File: src/rtl/minhash_topk_selector.sv
// minhash_topk_selector
// Bottom-2 MinHash selector: watches one hash per k-mer position of a fragment,
// keeps the two smallest hashes with their positions, and holds the pair for
// the extender until it is accepted.

module minhash_topk_selector #(
  parameter int HASH_W  = 32,
  parameter int IDX_W   = 5,
  parameter int MAX_POS = 32
) (
  input  logic              clk,
  input  logic              rst_n,
  input  logic              in_valid,
  output logic              in_ready,
  input  logic [HASH_W-1:0] in_hash,
  input  logic              in_last,
  output logic              out_valid,
  input  logic              out_ready,
  output logic [HASH_W-1:0] out_hash0,
  output logic [IDX_W-1:0]  out_idx0,
  output logic [HASH_W-1:0] out_hash1,
  output logic [IDX_W-1:0]  out_idx1,
  output logic [1:0]        out_count,
  output logic              out_ovf
);

  typedef enum logic {ACCUM, HOLD} state_t;

  localparam logic [IDX_W:0] MAX_POS_C = (IDX_W+1)'(MAX_POS);

  state_t            state;
  state_t            state_next;

  logic [HASH_W-1:0] m0;
  logic [HASH_W-1:0] m1;
  logic [IDX_W-1:0]  i0;
  logic [IDX_W-1:0]  i1;
  logic [1:0]        cnt;
  logic [IDX_W:0]    pos;
  logic              ovf;

  logic              accept;
  logic              eligible;
  logic              release_result;
  logic [1:0]        cnt_inc;

  assign accept         = in_valid && (state == ACCUM);
  assign eligible       = (pos < MAX_POS_C);
  assign release_result = (state == HOLD) && out_ready;
  assign cnt_inc        = (cnt == 2'd2) ? 2'd2 : cnt + 2'd1;

  assign out_hash0 = m0;
  assign out_idx0  = i0;
  assign out_hash1 = m1;
  assign out_idx1  = i1;
  assign out_count = cnt;
  assign out_ovf   = ovf;

  // State register: a pending result is dropped outright on reset.
  always_ff @(posedge clk or negedge rst_n) begin
    if (!rst_n) begin
      state <= ACCUM;
    end else begin
      state <= state_next;
    end
  end

  // Next state: the last beat closes the fragment, extender acceptance reopens.
  always_comb begin
    state_next = state;
    case (state)
      ACCUM: if (accept && in_last) state_next = HOLD;
      HOLD:  if (out_ready)         state_next = ACCUM;
      default: state_next = ACCUM;
    endcase
  end

  // Handshake outputs depend only on state, so no input-to-output comb path exists.
  always_comb begin
    in_ready  = 1'b0;
    out_valid = 1'b0;
    case (state)
      ACCUM: in_ready  = 1'b1;
      HOLD:  out_valid = 1'b1;
      default: in_ready = 1'b0;
    endcase
  end

  // Slot tracking: strict less-than keeps the earlier position on ties.
  always_ff @(posedge clk or negedge rst_n) begin
    if (!rst_n) begin
      m0  <= '1;
      m1  <= '1;
      i0  <= '0;
      i1  <= '0;
      cnt <= 2'd0;
      pos <= '0;
      ovf <= 1'b0;
    end else if (release_result) begin
      m0  <= '1;
      m1  <= '1;
      i0  <= '0;
      i1  <= '0;
      cnt <= 2'd0;
      pos <= '0;
      ovf <= 1'b0;
    end else if (accept) begin
      if (pos != '1) begin
        pos <= pos + 1'b1;
      end
      if (!eligible) begin
        ovf <= 1'b1;
      end else if ((cnt == 2'd0) || (in_hash < m0)) begin
        if (cnt != 2'd0) begin
          m1 <= m0;
          i1 <= i0;
        end
        m0  <= in_hash;
        i0  <= pos[IDX_W-1:0];
        cnt <= cnt_inc;
      end else if ((cnt < 2'd2) || (in_hash < m1)) begin
        m1  <= in_hash;
        i1  <= pos[IDX_W-1:0];
        cnt <= cnt_inc;
      end
    end
  end

endmodule

File: config.mk
export PLATFORM = sky130hd
export DESIGN_NAME = minhash_topk_selector
export DESIGN_NICKNAME = d
export VERILOG_FILES = /design/src/rtl/minhash_topk_selector.sv
export SDC_FILE = /design/constraint.sdc
export NUM_CORES = 1
export LEC_CHECK = 0
export CORE_MARGIN = 2
export CORE_UTILIZATION = 50
export CTS_BUF_LIST = sky130_fd_sc_hd__clkbuf_4
export DETAILED_ROUTE_END_ITERATION = 10
export GPL_TIMING_DRIVEN = 0
export PLACE_DENSITY_LB_ADDON = 0.3
export SLEW_MARGIN = 20
export SYNTH_ARGS = -nofsm -noshare
export SYNTH_HDL_FRONTEND = slang
export SYNTH_SLANG_ARGS = --single-unit
File: constraint.sdc
create_clock -name clk -period 3.84 [get_ports clk]
set_input_delay 0.768 -clock clk [delete_from_list [all_inputs] [get_ports clk]]
set_output_delay 0.768 -clock clk [all_outputs]
set_load 0.05 [all_outputs]
After elaboration in Yosys (flattened, before gate mapping)
Cells that the tools add are included.

Magnitude comparators: 4. Mux-type cells: 37. Reduce and logical (&&, ||, !) cells: 17. Bitwise logic cells: 1. Add/sub/neg operators: 2. Eq/ne operators: 4.

Operators by type and width (count): 32-bit 2-to-1 mux (10); 32-bit less-than comparator (2); 5-bit 2-to-1 mux (10); 6-bit 2-to-1 mux (3); 2-bit 2-to-1 mux (6); 2-bit nonzero test (5); 1-bit 2-to-1 mux (7); 6-bit by 1-bit adder with 6-bit output (second input constant) (1); 6-bit less-than comparator (second input constant) (1); 6-bit inequality test (second input constant) (1); 3-bit AND reduction (2); 2-bit AND reduction (2); 4-bit AND reduction (1); 1-bit logical AND (3); 3-bit by 2-bit inequality test with 1-bit output (second input constant) (1); 3-bit nonzero test (1); 2-bit by 1-bit adder with 2-bit output (second input constant) (1); 2-bit equality test (second input constant) (1); 2-bit zero test (1); 1-bit logical OR (2); 2-bit less-than comparator (second input constant) (1); 2-bit by 1-bit inequality test with 1-bit output (second input constant) (1); 1-bit one-hot mux with 2 select lines (1); 1-bit NOT (1).

Bits of input ports: 37. Output and inout port bits: 79. Flip-flop bits (word level): 84. Word-level logic and storage cells: 73.

Logic depth before layout (Yosys ltp)
Depth in word-level cells: 7. Gate-level depth with buffers: 11. Depth with buffers taken out: 9.

Worst setup path before layout
OpenSTA, ideal clock, no wires.

Path kind: input to register. Start point: in in_hash[19]. End point: reg m1[10], in the netlist out_hash1[10]. Setup slack: 853 ps. Arrival: 2912 ps. Cell stages on the path: 10. Library setup time: 75 ps. Cell sequence: ha_1 a21oi_1 o21ai_1 a221oi_2 a21oi_1 o31a_1 or4_1 buf_6 buf_6 mux2i_1.

Word-level cells in the longest chain between the ends: 6. Elaborated cells between the ends (all ways): 11.

RTL lines: from (decl) (line 15) `input logic [HASH_W-1:0] in_hash,`; 32-bit less-than comparator (line 113) `end else if ((cnt == 2'd0) || (in_hash < m0)) begin`; 1-bit logical OR (line 113); 32-bit 2-to-1 mux (line 113); 32-bit 2-to-1 mux (line 111) `if (!eligible) begin`; 32-bit 2-to-1 mux (line 107) `end else if (accept) begin`; 32-bit 2-to-1 mux (line 99) `end else if (release_result) begin`; to (signal assigned) (line 115) `m1 <= m0;`; to (signal assigned) (line 122) `m1 <= in_hash;`; to (decl) (line 35) `logic [HASH_W-1:0] m1;`.

Parallel ways exist; a longest one is shown, timed or not. The select of a mux whose other input is x is not followed. A chain may end at the register's enable or synchronous reset.

Final worst setup path
Start point: in in_hash[30]. End point: reg m0[28], in the netlist out_hash0[28].

Word-level cells in the longest chain between the ends: 4.

RTL lines: 32-bit less-than comparator (line 113); 1-bit logical OR (line 113); 2-bit nonzero test (no line); 3-bit AND reduction (no line); to (signal assigned) (line 118) `m0 <= in_hash;`; to (decl) (line 34) `logic [HASH_W-1:0] m0;`.

Every way passes these cells.

==> results.cfg <==
[hold_path]
min-delay-path-class = input port to asynchronous set/reset pin

[global_route]
grt_pass1_wl_um = 23200
grt_pass1_vias = 4814
track_usage_pct = 25.5
grt_max_degree = 55
grt_overflow = 0
antenna_found_initial = 0

[route]
num_vias = 4740
totalWireLength_um = 14100
wl_per_cell_um = 16.7
ant_nets = 0
drt_iter0_markers = 225
drcViolationCount = 0
first_pass_iters = 5
routed_via_density = 5.62

[worst_setup_path]
critPathCapture = out_hash0[28]$_DFFE_PN1P_
required_ns = 4.21
start_kind = input port
path_delay_family = buffers and inverters
cp.depth = 11
cp_max_fo = 10
reg2reg_setup_slack_ns = 0.47
path_class = input port to register
reg2reg_depth = 11
crit_slowest_cell = nor4_1
r2r-end = out_hash0[28]$_DFFE_PN1P_
reg2reg_from = out_hash0[31]$_DFFE_PN1P_
path_cells = clkdlybuf4s50_1 -> ha_1 -> nand4_1 -> nor4_1 -> nand3_1 -> a311oi_2 -> o41ai_1 -> clkbuf_1 -> clkbuf_1 -> o21ai_0 -> o21ai_0
crit_arrival_ns = 3.92
critical_path.startpoint = in_hash[30]
critPathCaptureType = register
max_stage_delay_ns = 0.50
worst-path-buf-inv = 3

[sta]
hold_violations = 0
max_freq_ghz = 0.281
drv_slew = 0
finalSetupViolations = 0
tightest_slew_ns = 0.834
finClkSkew_ns = 0.0194
period_minus_slack_ns = 3.55
fin_crit_sh_pct = 92.5
slew_headroom_pct = 44.4
fin_ws_ns = 0.287
rsz0062_at_grt = no

[cells_and_area]
nets = 800
final_util_pct = 64.4
area_growth_pct = 27.3
drive_gt1_share_pct = 12.9
design_area_um2 = 6920
n_antenna_cell = 0

[yosys]
synthArstFlopShare_pct = 100
synth.most_common_cell = o21ai_0
seq_area_frac_synth_pct = 40.1
syn_area_per_cell_um2 = 9.53
syn-num-nets = 673
synth_top_area_share_pct = 30.9
netlist_area_um2 = 5440
yosysUniqueCellTypes = 44
syn_inst = 571
yosysTopAreaCell = dfstp_2
synth_common_cells = o21ai_0, mux2i_1, inv_1
synth_edf_count = 0
synthTopCellsByArea = dfstp_2, ha_1, mux2i_1, dfrtp_1, o21ai_0
yosysWarnings = 0
synth-seq-cells = 84
ys.flop_type = dfstp_2

[cts]
cts_root_buffer = clkbuf_4
cts_resized = 0
hold_buffers = 0
numCtsBuffers = 9
cts.sinks = 84
cts_max_level = 3
clock_latency_ns = 0.46
clkTransAtPathRegs_ns = 0.13
cts_tree = yes
clockBufferDepth = 2
post_cts_buffers = 0

[placed_design]
place_ws_ns = -0.194
place_area_um2 = 6790
place.gp.congestion = 0.865
hpwl_um = 10700
portBuffers = 115

[power]
power_w = 0.00621
powerDensity_nw_per_um2 = 897
ir_worst_vdd_uv = 505
leakagePower_nw = 3.43

[die]
dieHeight_um = 108
die_w_um = 108
die_area_um2 = 11700
ios = 116
floorplan.initialDensity_pct = 50.6
fp-row-count = 38
core_um2 = 10700

[flow_run]
max_cap_violations = 0

[run_status]
status = finished clean
power breakdown:
| part | switching [W] | internal (W) |
|---|---|---|
| Combinational | 0.00247 | 0.00140 |
| Sequential | 0.000334 | 0.00148 |
| Clock | 0.000325 | 0.000200 |
| Total | 0.00313 | 0.00309 |
cell families after synthesis:
group                      count (synthesis)  synth area share, %
AOI/OAI and AO/OA                        138                 14.4
xor gates and xnor gates                   3                0.483
adders and majority gates                 65                 14.9
buffers and inverters                     98                 7.36
DFF                                       84                 40.1
muxes                                     75                 13.8
and+or+nand+nor                          108                 8.92
per-stage QoR:
stage          hold slack, ns  instances  TNS [ns]
2_1_floorplan           0.472        571         0
3_3_place_gp            0.512        826    -28.03
3_5_place_dp            0.519        827     -8.31
4_1_cts                 0.541        843         0
5_1_grt                 0.560        843         0
6_report                0.530        843         0
layout by cell type, fill, tap and decap left out, types with 3 or more instances in the layout:
| cell | n |
|---|---|
| mux2i_1 | 75 |
| ha_1 | 65 |
| a21oi_1 | 33 |
| nand3_1 | 11 |
| clkdlybuf4s50_1 | 114 |
| clkbuf_4 | 10 |
| o21ai_0 | 77 |
| a31oi_1 | 3 |
| o211ai_1 | 4 |
| nand2_1 | 26 |
| clkbuf_1 | 19 |
| nor2_1 | 47 |
| dfstp_2 | 64 |
| nand2b_1 | 3 |
| dfrtp_1 | 20 |
| buf_6 | 4 |
| nand4_1 | 7 |
| clkinv_2 | 3 |
| inv_1 | 73 |
| nor4_1 | 3 |
how the worst min path moves through the flow:
stage,startpoint,endpoint,slack (ns),cells past startpoint
6_report,rst_n,out_hash1[18]$_DFFE_PN1P_,0.53,1
5_1_grt,out_hash0[23]$_DFFE_PN1P_,out_hash0[23]$_DFFE_PN1P_,0.56,2
4_1_cts,out_hash0[25]$_DFFE_PN1P_,out_hash0[25]$_DFFE_PN1P_,0.54,2
3_5_place_dp,out_hash0[0]$_DFFE_PN1P_,out_hash0[0]$_DFFE_PN1P_,0.52,2
3_3_place_gp,out_hash0[21]$_DFFE_PN1P_,out_hash0[21]$_DFFE_PN1P_,0.51,2
2_1_floorplan,rst_n,out_count[0]$_DFFE_PN0P_,0.47,0
routing by layer:
layer | part of all wire, % | track usage, % | vias to the layer above | wire (um)
li1 | - | - | 2247 | -
met2 | 49 | 43.0 | 142 | 6900
met3 | 4.6 | 4.22 | 35 | 648
met5 | 0 | 0 | - | 0
met4 | 2.5 | 9.71 | 0 | 350
met1 | 44 | 33.0 | 2316 | 6170
layout make-up:
cell class                      count  area, um^2
Timing Repair Buffer              116        1180
Tap cell                          140         175
Buffer                             25         126
Clock inverter                      6        56.3
Multi-Input combinational cell    389        2860
Sequential cell                    84        2180
Clock buffer                       10        75.1
Inverter                           73         274
Fill cell                         903        3820
registers in the layout (all words and copies together) (netlist names):
| register | flops |
|---|---|
| out_count | 2 |
| out_hash0 | 32 |
| out_hash1 | 32 |
| out_idx0 | 5 |
| out_idx1 | 5 |
| out_ovf | 1 |
| pos | 6 |
| state | 1 |
Note: power is estimated with default switching activity, not from simulation.
